**src/rtl/seq_divider.sv**
```systemverilog
`timescale 1ns/1ps
// -----------------------------------------------------------------------------
// seq_divider
// Sequential restoring shift-subtract unsigned divider. Each quotient bit
// takes two cycles: SHIFT moves the next dividend bit into the partial
// remainder, and SUB conditionally subtracts the divisor and sets that bit.
// A zero divisor bypasses the iteration and reports saturated results.
//
// Ports:
//   clk          system clock, all state on the rising edge
//   reset        asynchronous active-high reset
//   start        division request, sampled only in IDLE
//   dividend     numerator, captured on the accepting edge
//   divisor      denominator, captured on the accepting edge
//   quotient     registered result, held until the next result
//   remainder    registered result, held until the next result
//   busy         high while in SHIFT, SUB or DONE
//   done         one-cycle pulse, results valid
//   div_by_zero  registered flag, updated together with quotient/remainder
// -----------------------------------------------------------------------------
module seq_divider #(
    parameter int WIDTH = 16
) (
    input  logic             clk,
    input  logic             reset,
    input  logic             start,
    input  logic [WIDTH-1:0] dividend,
    input  logic [WIDTH-1:0] divisor,
    output logic [WIDTH-1:0] quotient,
    output logic [WIDTH-1:0] remainder,
    output logic             busy,
    output logic             done,
    output logic             div_by_zero
);

    localparam int CW = $clog2(WIDTH) + 1;

    typedef enum logic [1:0] {
        IDLE  = 2'b00,
        SHIFT = 2'b01,
        SUB   = 2'b10,
        DONE  = 2'b11
    } state_t;

    state_t           state_r;
    state_t           next_state_s;

    logic [WIDTH-1:0] a_r;      // dividend being shifted out, quotient shifted in
    logic [WIDTH-1:0] b_r;      // captured divisor
    logic [WIDTH:0]   r_r;      // partial remainder, one spare bit for the shift
    logic [CW-1:0]    cnt_r;    // quotient bits still to produce

    logic             ge_s;
    logic [WIDTH:0]   diff_s;
    logic             last_s;
    logic             zero_div_s;

    assign ge_s       = (r_r >= {1'b0, b_r});
    assign diff_s     = r_r - {1'b0, b_r};
    assign last_s     = (cnt_r == CW'(1));
    assign zero_div_s = (divisor == {WIDTH{1'b0}});

    // Next-state decode for the control FSM.
    always_comb begin
        next_state_s = state_r;
        case (state_r)
            IDLE: begin
                if (start) begin
                    if (zero_div_s) begin
                        next_state_s = DONE;
                    end else begin
                        next_state_s = SHIFT;
                    end
                end else begin
                    next_state_s = IDLE;
                end
            end
            SHIFT: next_state_s = SUB;
            SUB: begin
                if (last_s) begin
                    next_state_s = DONE;
                end else begin
                    next_state_s = SHIFT;
                end
            end
            DONE:    next_state_s = IDLE;
            default: next_state_s = IDLE;
        endcase
    end

    // State register.
    always_ff @(posedge clk or posedge reset) begin
        if (reset) begin
            state_r <= IDLE;
        end else begin
            state_r <= next_state_s;
        end
    end

    // busy/done are registered from the next state so they track the state
    // register exactly while still coming straight out of flops.
    always_ff @(posedge clk or posedge reset) begin
        if (reset) begin
            busy <= 1'b0;
            done <= 1'b0;
        end else begin
            busy <= (next_state_s != IDLE);
            done <= (next_state_s == DONE);
        end
    end

    // Datapath: operand capture, shift/subtract iteration and result load.
    always_ff @(posedge clk or posedge reset) begin
        if (reset) begin
            a_r         <= {WIDTH{1'b0}};
            b_r         <= {WIDTH{1'b0}};
            r_r         <= {(WIDTH+1){1'b0}};
            cnt_r       <= {CW{1'b0}};
            quotient    <= {WIDTH{1'b0}};
            remainder   <= {WIDTH{1'b0}};
            div_by_zero <= 1'b0;
        end else begin
            case (state_r)
                IDLE: begin
                    if (start) begin
                        a_r   <= dividend;
                        b_r   <= divisor;
                        r_r   <= {(WIDTH+1){1'b0}};
                        cnt_r <= CW'(WIDTH);
                        if (zero_div_s) begin
                            quotient    <= {WIDTH{1'b1}};
                            remainder   <= dividend;
                            div_by_zero <= 1'b1;
                        end
                    end
                end
                SHIFT: begin
                    {r_r, a_r} <= {r_r[WIDTH-1:0], a_r, 1'b0};
                end
                SUB: begin
                    if (ge_s) begin
                        r_r    <= diff_s;
                        a_r[0] <= 1'b1;
                    end
                    cnt_r <= cnt_r - CW'(1);
                    // Results must include this cycle's subtract decision,
                    // so they are formed from the combinational values.
                    if (last_s) begin
                        quotient    <= {a_r[WIDTH-1:1], ge_s};
                        remainder   <= ge_s ? diff_s[WIDTH-1:0] : r_r[WIDTH-1:0];
                        div_by_zero <= 1'b0;
                    end
                end
                DONE: begin
                    cnt_r <= cnt_r;
                end
                default: begin
                    cnt_r <= {CW{1'b0}};
                end
            endcase
        end
    end

endmodule

```
**config.mk**
```make
export PLATFORM = sky130hd
export DESIGN_NAME = seq_divider
export DESIGN_NICKNAME = d
export VERILOG_FILES = /design/src/rtl/seq_divider.sv
export SDC_FILE = /design/constraint.sdc
export NUM_CORES = 1
export LEC_CHECK = 0
export CAP_MARGIN = 20
export CORE_ASPECT_RATIO = 0.5
export CORE_MARGIN = 10
export CORE_UTILIZATION = 60
export DETAILED_ROUTE_END_ITERATION = 6
export GPL_ROUTABILITY_DRIVEN = 0
export PLACE_DENSITY_LB_ADDON = 0.2
export SYNTH_ARGS = -nofsm -noshare
export SYNTH_HDL_FRONTEND = slang
export SYNTH_SLANG_ARGS = --single-unit
```
**constraint.sdc**
```tcl
create_clock -name clk -period 5.8 [get_ports clk]
set_clock_uncertainty 0.2 [all_clocks]
set_input_delay 0.87 -clock clk [delete_from_list [all_inputs] [get_ports clk]]
set_output_delay 0.87 -clock clk [all_outputs]
set_load 0.02 [all_outputs]
```
# Word-level counts from Yosys, hierarchy flattened
# Cells that the tools add are included.
classes:
  eq_ne: 9
  div: 0
  n_mul: 0
  shifts: 0
  muxes: 26
  magnitude_cmp: 1
  reduce_logical: 11
  addsub: 2
  bitwise_logic: 0
ops:
  columns: ["op", "count"]
  rows:
  - ["two-way mux 16 bit", 8]
  - ["one-hot mux 16 bit (2 select lines)", 2]
  - ["one-hot mux 17 bit (3 select lines)", 1]
  - ["two-way mux 17 bit", 2]
  - ["one-hot mux 15 bit (2 select lines)", 1]
  - [">= comparator 17 x 16 -> 1 bit", 1]
  - ["subtractor 17 x 16 -> 17 bit", 1]
  - ["zero test 16 bit", 1]
  - ["one-hot mux 5 bit (2 select lines)", 1]
  - ["inequality test 2 bit (second input constant)", 4]
  - ["one-hot mux 2 bit (4 select lines)", 1]
  - ["== test 2 bit (second input constant)", 3]
  - ["two-way mux 2 bit", 3]
  - ["AND reduction 2 bit", 3]
  - ["nonzero test 2 bit", 3]
  - ["== test 5 x 1 -> 1 bit (second input constant)", 1]
  - ["two-way mux 5 bit", 1]
  - ["subtractor 5 x 1 -> 5 bit (second input constant)", 1]
  - ["two-way mux 1 bit", 4]
  - ["AND reduction 4 bit", 1]
  - ["one-hot mux 1 bit (3 select lines)", 1]
  - ["AND reduction 3 bit", 1]
  - ["nonzero test 3 bit", 1]
  - ["== test 2 x 1 -> 1 bit (second input constant)", 1]
  - ["2 further kinds", 2]
totals:
  word_cells: 60
  mem_count: 0
  ram_bits: 0
  latch_bits: 0
  inputBits: 35
  reg_bits: 91
  output_inout_bits: 35
  mem_bits_ro: 0

# Logic depth before layout (Yosys ltp)
logic_depth:
  ltp_word: 5
  ltp_mapped: 11
  depth_no_buf: 10

# Worst setup path before layout
# No wires, ideal clock.
synth_path:
  path_type: "input to register"
  from: "in divisor[1]"
  to: "reg remainder[15]"
  slack_ns: 2.983
  n_path_buf: 1
  stages: 8
  arrival_time_ns: 2.493
  t_required_ns: 5.476
  setup_time_ns: 0.124
  path_cell_list: "or4_4 nor2_4 nand4_4 a211o_1 buf_6 o31a_1 a211oi_1 nor2_1"
synth_between:
  elab_chain_len: 3
synth_lines:
  columns: ["element", "line", "rtl"]
  rows:
  - ["start, declared", "28", "input logic [WIDTH-1:0] divisor,"]
  - ["zero test 16 bit", "61", "assign zero_div_s = (divisor == {WIDTH{1'b0}});"]
  - ["inequality test 2 bit (no line)", null, null]
  - ["AND reduction 4 bit (no line)", null, null]
  - ["end signal, assigned", "120", "remainder <= {WIDTH{1'b0}};"]
  - ["end signal, assigned", "132", "remainder <= dividend;"]
  - ["end signal, assigned", "150", "remainder <= ge_s ? diff_s[WIDTH-1:0] : r_r[WIDTH-1:0];"]
  - ["end, declared", "30", "output logic [WIDTH-1:0] remainder,"]
# No other way between the ends.
# A chain may end at the register's enable or synchronous reset.

# Worst setup path after layout
layout_path:
  from: "in start"
  to: "reg remainder[11]"
layout_between:
  elab_chain_len: 2
layout_lines:
  columns: ["element", "line", "rtl"]
  rows:
  - ["start, declared", "26", "input logic start,"]
  - ["inequality test 2 bit (no line)", null, null]
  - ["AND reduction 4 bit (no line)", null, null]
# No other way between the ends.

==> results.sh <==
export IMPL_outcome="finished, final reports clean"
export IMPL_core_rowCount=23
export IMPL_cts_tree="built"
export IMPL_post_drt_wl_per_cell_um=19.5
export IMPL_dp_cells=672
export IMPL_n_antenna_cell=0
export IMPL_layout_cells_non_filler=690
export IMPL_slew_headroom_pct=32.5
export IMPL_startpoint="start"
export IMPL_fmax_ghz=0.266
export IMPL_crit_path_end_kind="flip-flop"
export IMPL_start_util_pct=62.9
export IMPL_route_detailed_drc=0
export IMPL_report_final_setup_viol=0
export IMPL_hold_class="reg -> reg"
export IMPL_pwr_density_cell_nw_per_um2=613
export IMPL_clk_pin_slew_ps=70
export IMPL_port_buffer_count=69
export IMPL_tightest_slew_ps=1010
export IMPL_final_max_slew_viol_count=0
export IMPL_r2r_end="remainder[11]"
export IMPL_post_cts_setup_buffers=0
export IMPL_total_power_mw=3.78
export IMPL_reg2reg_from="state_r[1]"
export IMPL_dieArea_um2=12900
export IMPL_postSynthAreaPerCell_um2=9.88
export IMPL_drive_above_1_share_pct=8.82
export IMPL_synth_top_cell_by_area="dfrtp_1"
export IMPL_drt_iter0_drc=434
export IMPL_grt_use_met2_pct=30.1
export IMPL_yosysUniqueCellTypes=59
export IMPL_hpwlAfterDp_um=9910
export IMPL_async_flop_share_pct=100
export IMPL_seq_area_frac_synth_pct=44.5
export IMPL_ant_nets=0
export IMPL_critPathArrivalTime_ps=3820
export IMPL_io_pin_count=70
export IMPL_yosys_warnings=0
export IMPL_period_minus_slack_ps=3760
export IMPL_place_ws_ps=1680
export IMPL_syn_num_nets=575
export IMPL_startpoint_type="input pin"
export IMPL_die_h_um=85.3
export IMPL_whs_ps=290
export IMPL_crit_type="in -> reg"
export IMPL_die_x_um=151
export IMPL_num_vias=4346
export IMPL_grt_use_met3_pct=6.20
export IMPL_viasPerCell=6.30
export IMPL_fin_setup_tns_ps=0
export IMPL_first_pass_iters=6
export IMPL_grt_pass1_wl_um=21600
export IMPL_drt_total_wl_um=13500
export IMPL_ir_worst_vdd_v=0.000314
export IMPL_numCtsBuffers=9
export IMPL_rsz0062_at_grt="no"
export IMPL_antenna_found_initial=0
export IMPL_grtUsageTotal_pct=20.9
export IMPL_syn_inst=518
export IMPL_cts_resized=0
export IMPL_nFillCells=569
export IMPL_htreeDepth=3
export IMPL_ctsLongestPathBuffers=2
export IMPL_grt_most_used_layer="met2"
export IMPL_hold_violations=0
export IMPL_coreArea_um2=8140
export IMPL_fin_crit_sh_pct=64.8
export IMPL_synth_edff_count=0
export IMPL_reg2reg_slack_ps=2260
export IMPL_ctsRootBufferMaster="clkbuf_16"
export IMPL_clock_sinks=91
export IMPL_yosys_top_cells_area="dfrtp_1 (44%), o21ai_0 (5.2%), ha_1 (5.1%)"
export IMPL_critPathRequiredTime_ps=5860
export IMPL_cap_violations=0
export IMPL_area_growth_pct=20.5
export IMPL_grt_max_degree=62
export IMPL_ys_ff_latch=91
export IMPL_syn_area_um2=5120
export IMPL_synth_ff_type="dfrtp_1"
export IMPL_clk_latency_ps=350
export IMPL_grt_pass1_vias=4149
export IMPL_r2r_cells=9
export IMPL_critPathMaxFanout=17
export IMPL_gr_usage_met1_pct=30.0
export IMPL_synth_top_area_share_pct=44.5
export IMPL_setup_ws_ps=2040
export IMPL_endpoint="remainder[11]"
export IMPL_leakage_nw=2.59
export IMPL_layout_nets=630
export IMPL_grt_overflow_total=0
export IMPL_postCtsHoldBufs=0
power breakdown:
group	switching (mW)	internal (mW)	total, mW
sequential	0.197	0.880	1.08
clock	0.269	0.311	0.581
combinational	1.24	0.878	2.12
synthesized netlist by cell type (4+ instances only):
| master | instances |
|---|---|
| nor2b_1 | 4 |
| a21o_1 | 5 |
| nor2_1 | 28 |
| nor4_1 | 4 |
| a22oi_1 | 28 |
| o21ai_0 | 53 |
| nand4_1 | 4 |
| o22ai_1 | 5 |
| o22a_1 | 16 |
| xnor2_1 | 9 |
| o21a_1 | 5 |
| buf_2 | 7 |
| dfrtp_1 | 91 |
| o211ai_1 | 4 |
| a21oi_1 | 31 |
| ha_1 | 21 |
| inv_1 | 32 |
| mux2i_1 | 26 |
| nand2b_1 | 5 |
| clkbuf_1 | 18 |
| a211oi_1 | 4 |
| nand3_1 | 6 |
| nand3b_1 | 4 |
| and2_1 | 5 |
| nand2_1 | 38 |
| a31oi_1 | 4 |
| mux2_2 | 17 |
layer usage:
| layer | routed length [µm] | vias up | part of all wire, % |
|---|---|---|---|
| met3 | 1460 | 15 | 11 |
| met1 | 6150 | 2104 | 46 |
| li1 | - | 2004 | - |
| met5 | 0 | - | 0 |
| met2 | 5770 | 223 | 43 |
| met4 | 109 | 0 | 0.81 |
area by class of cell:
cell class / count / area (µm²) / share of cell area, %
clock inverters: 6 / 55.1 / 0.892
multi-input cells: 365 / 2590 / 41.9
well taps: 112 / 140 / 2.27
inverters: 32 / 121 / 1.97
clock buffers: 10 / 239 / 3.87
flip-flops and latches: 91 / 2280 / 36.9
repair buffers: 74 / 752 / 12.2
cell usage in the layout, fill, tap and decap left out, drive strengths merged, types with 6 or more instances in the layout:
cell type       n
dfrtp          91
clkdlybuf4s50  69
o21ai          53
nand2          39
inv            35
a21oi          31
nor2           29
a22oi          28
mux2i          26
ha             21
mux2           17
o22a           16
clkbuf         10
xnor2           9
nand3           6
and2            6
logic make-up after synthesis:
kind of cell | after synthesis | share of synthesized area (%)
AO/OA/AOI/OAI | 176 | 22.9
AND/OR/NAND/NOR | 114 | 11.4
flip-flops | 91 | 44.5
buffers and inverters | 62 | 5.08
multiplexers | 43 | 8.82
adder cells (fa/ha/maj) | 22 | 5.52
XOR/XNOR | 10 | 1.71
through the flow:
step	util [%]	cell area (µm²)
6_report	75.8	6170
5_1_grt	75.8	6170
4_1_cts	75.3	6130
3_5_place_dp	71.7	5840
3_3_place_gp	71.7	5840
2_1_floorplan	-	5120
worst min path at each step:
stage | slack, ps | depth (start not counted) | startpoint | endpoint
finish | 290 | 1 | quotient[11] | quotient[11]
global route | 310 | 1 | quotient[1] | quotient[1]
CTS | 290 | 1 | cnt_r[3] | cnt_r[3]
detailed placement | 280 | 1 | quotient[11] | quotient[11]
global placement | 270 | 1 | quotient[2] | quotient[2]
floorplan | 250 | 1 | cnt_r[3] | cnt_r[3]
sequential cells by signal, summed over array words and instances, names as in the netlist:
register,flops
a_r,16
b_r,16
busy,1
cnt_r,5
div_by_zero,1
done,1
quotient,16
r_r,17
remainder,16
state_r,2
critical path, cell delays in order:
cell	delay, ps
clkdlybuf4s50_1	590
nand2_1	450
nor2_4	280
nand4_4	190
nor2_1	840
a22oi_1	190
a21boi_0	190
a22oi_1	210
No activity file was read; power rests on OpenSTA's default activity.
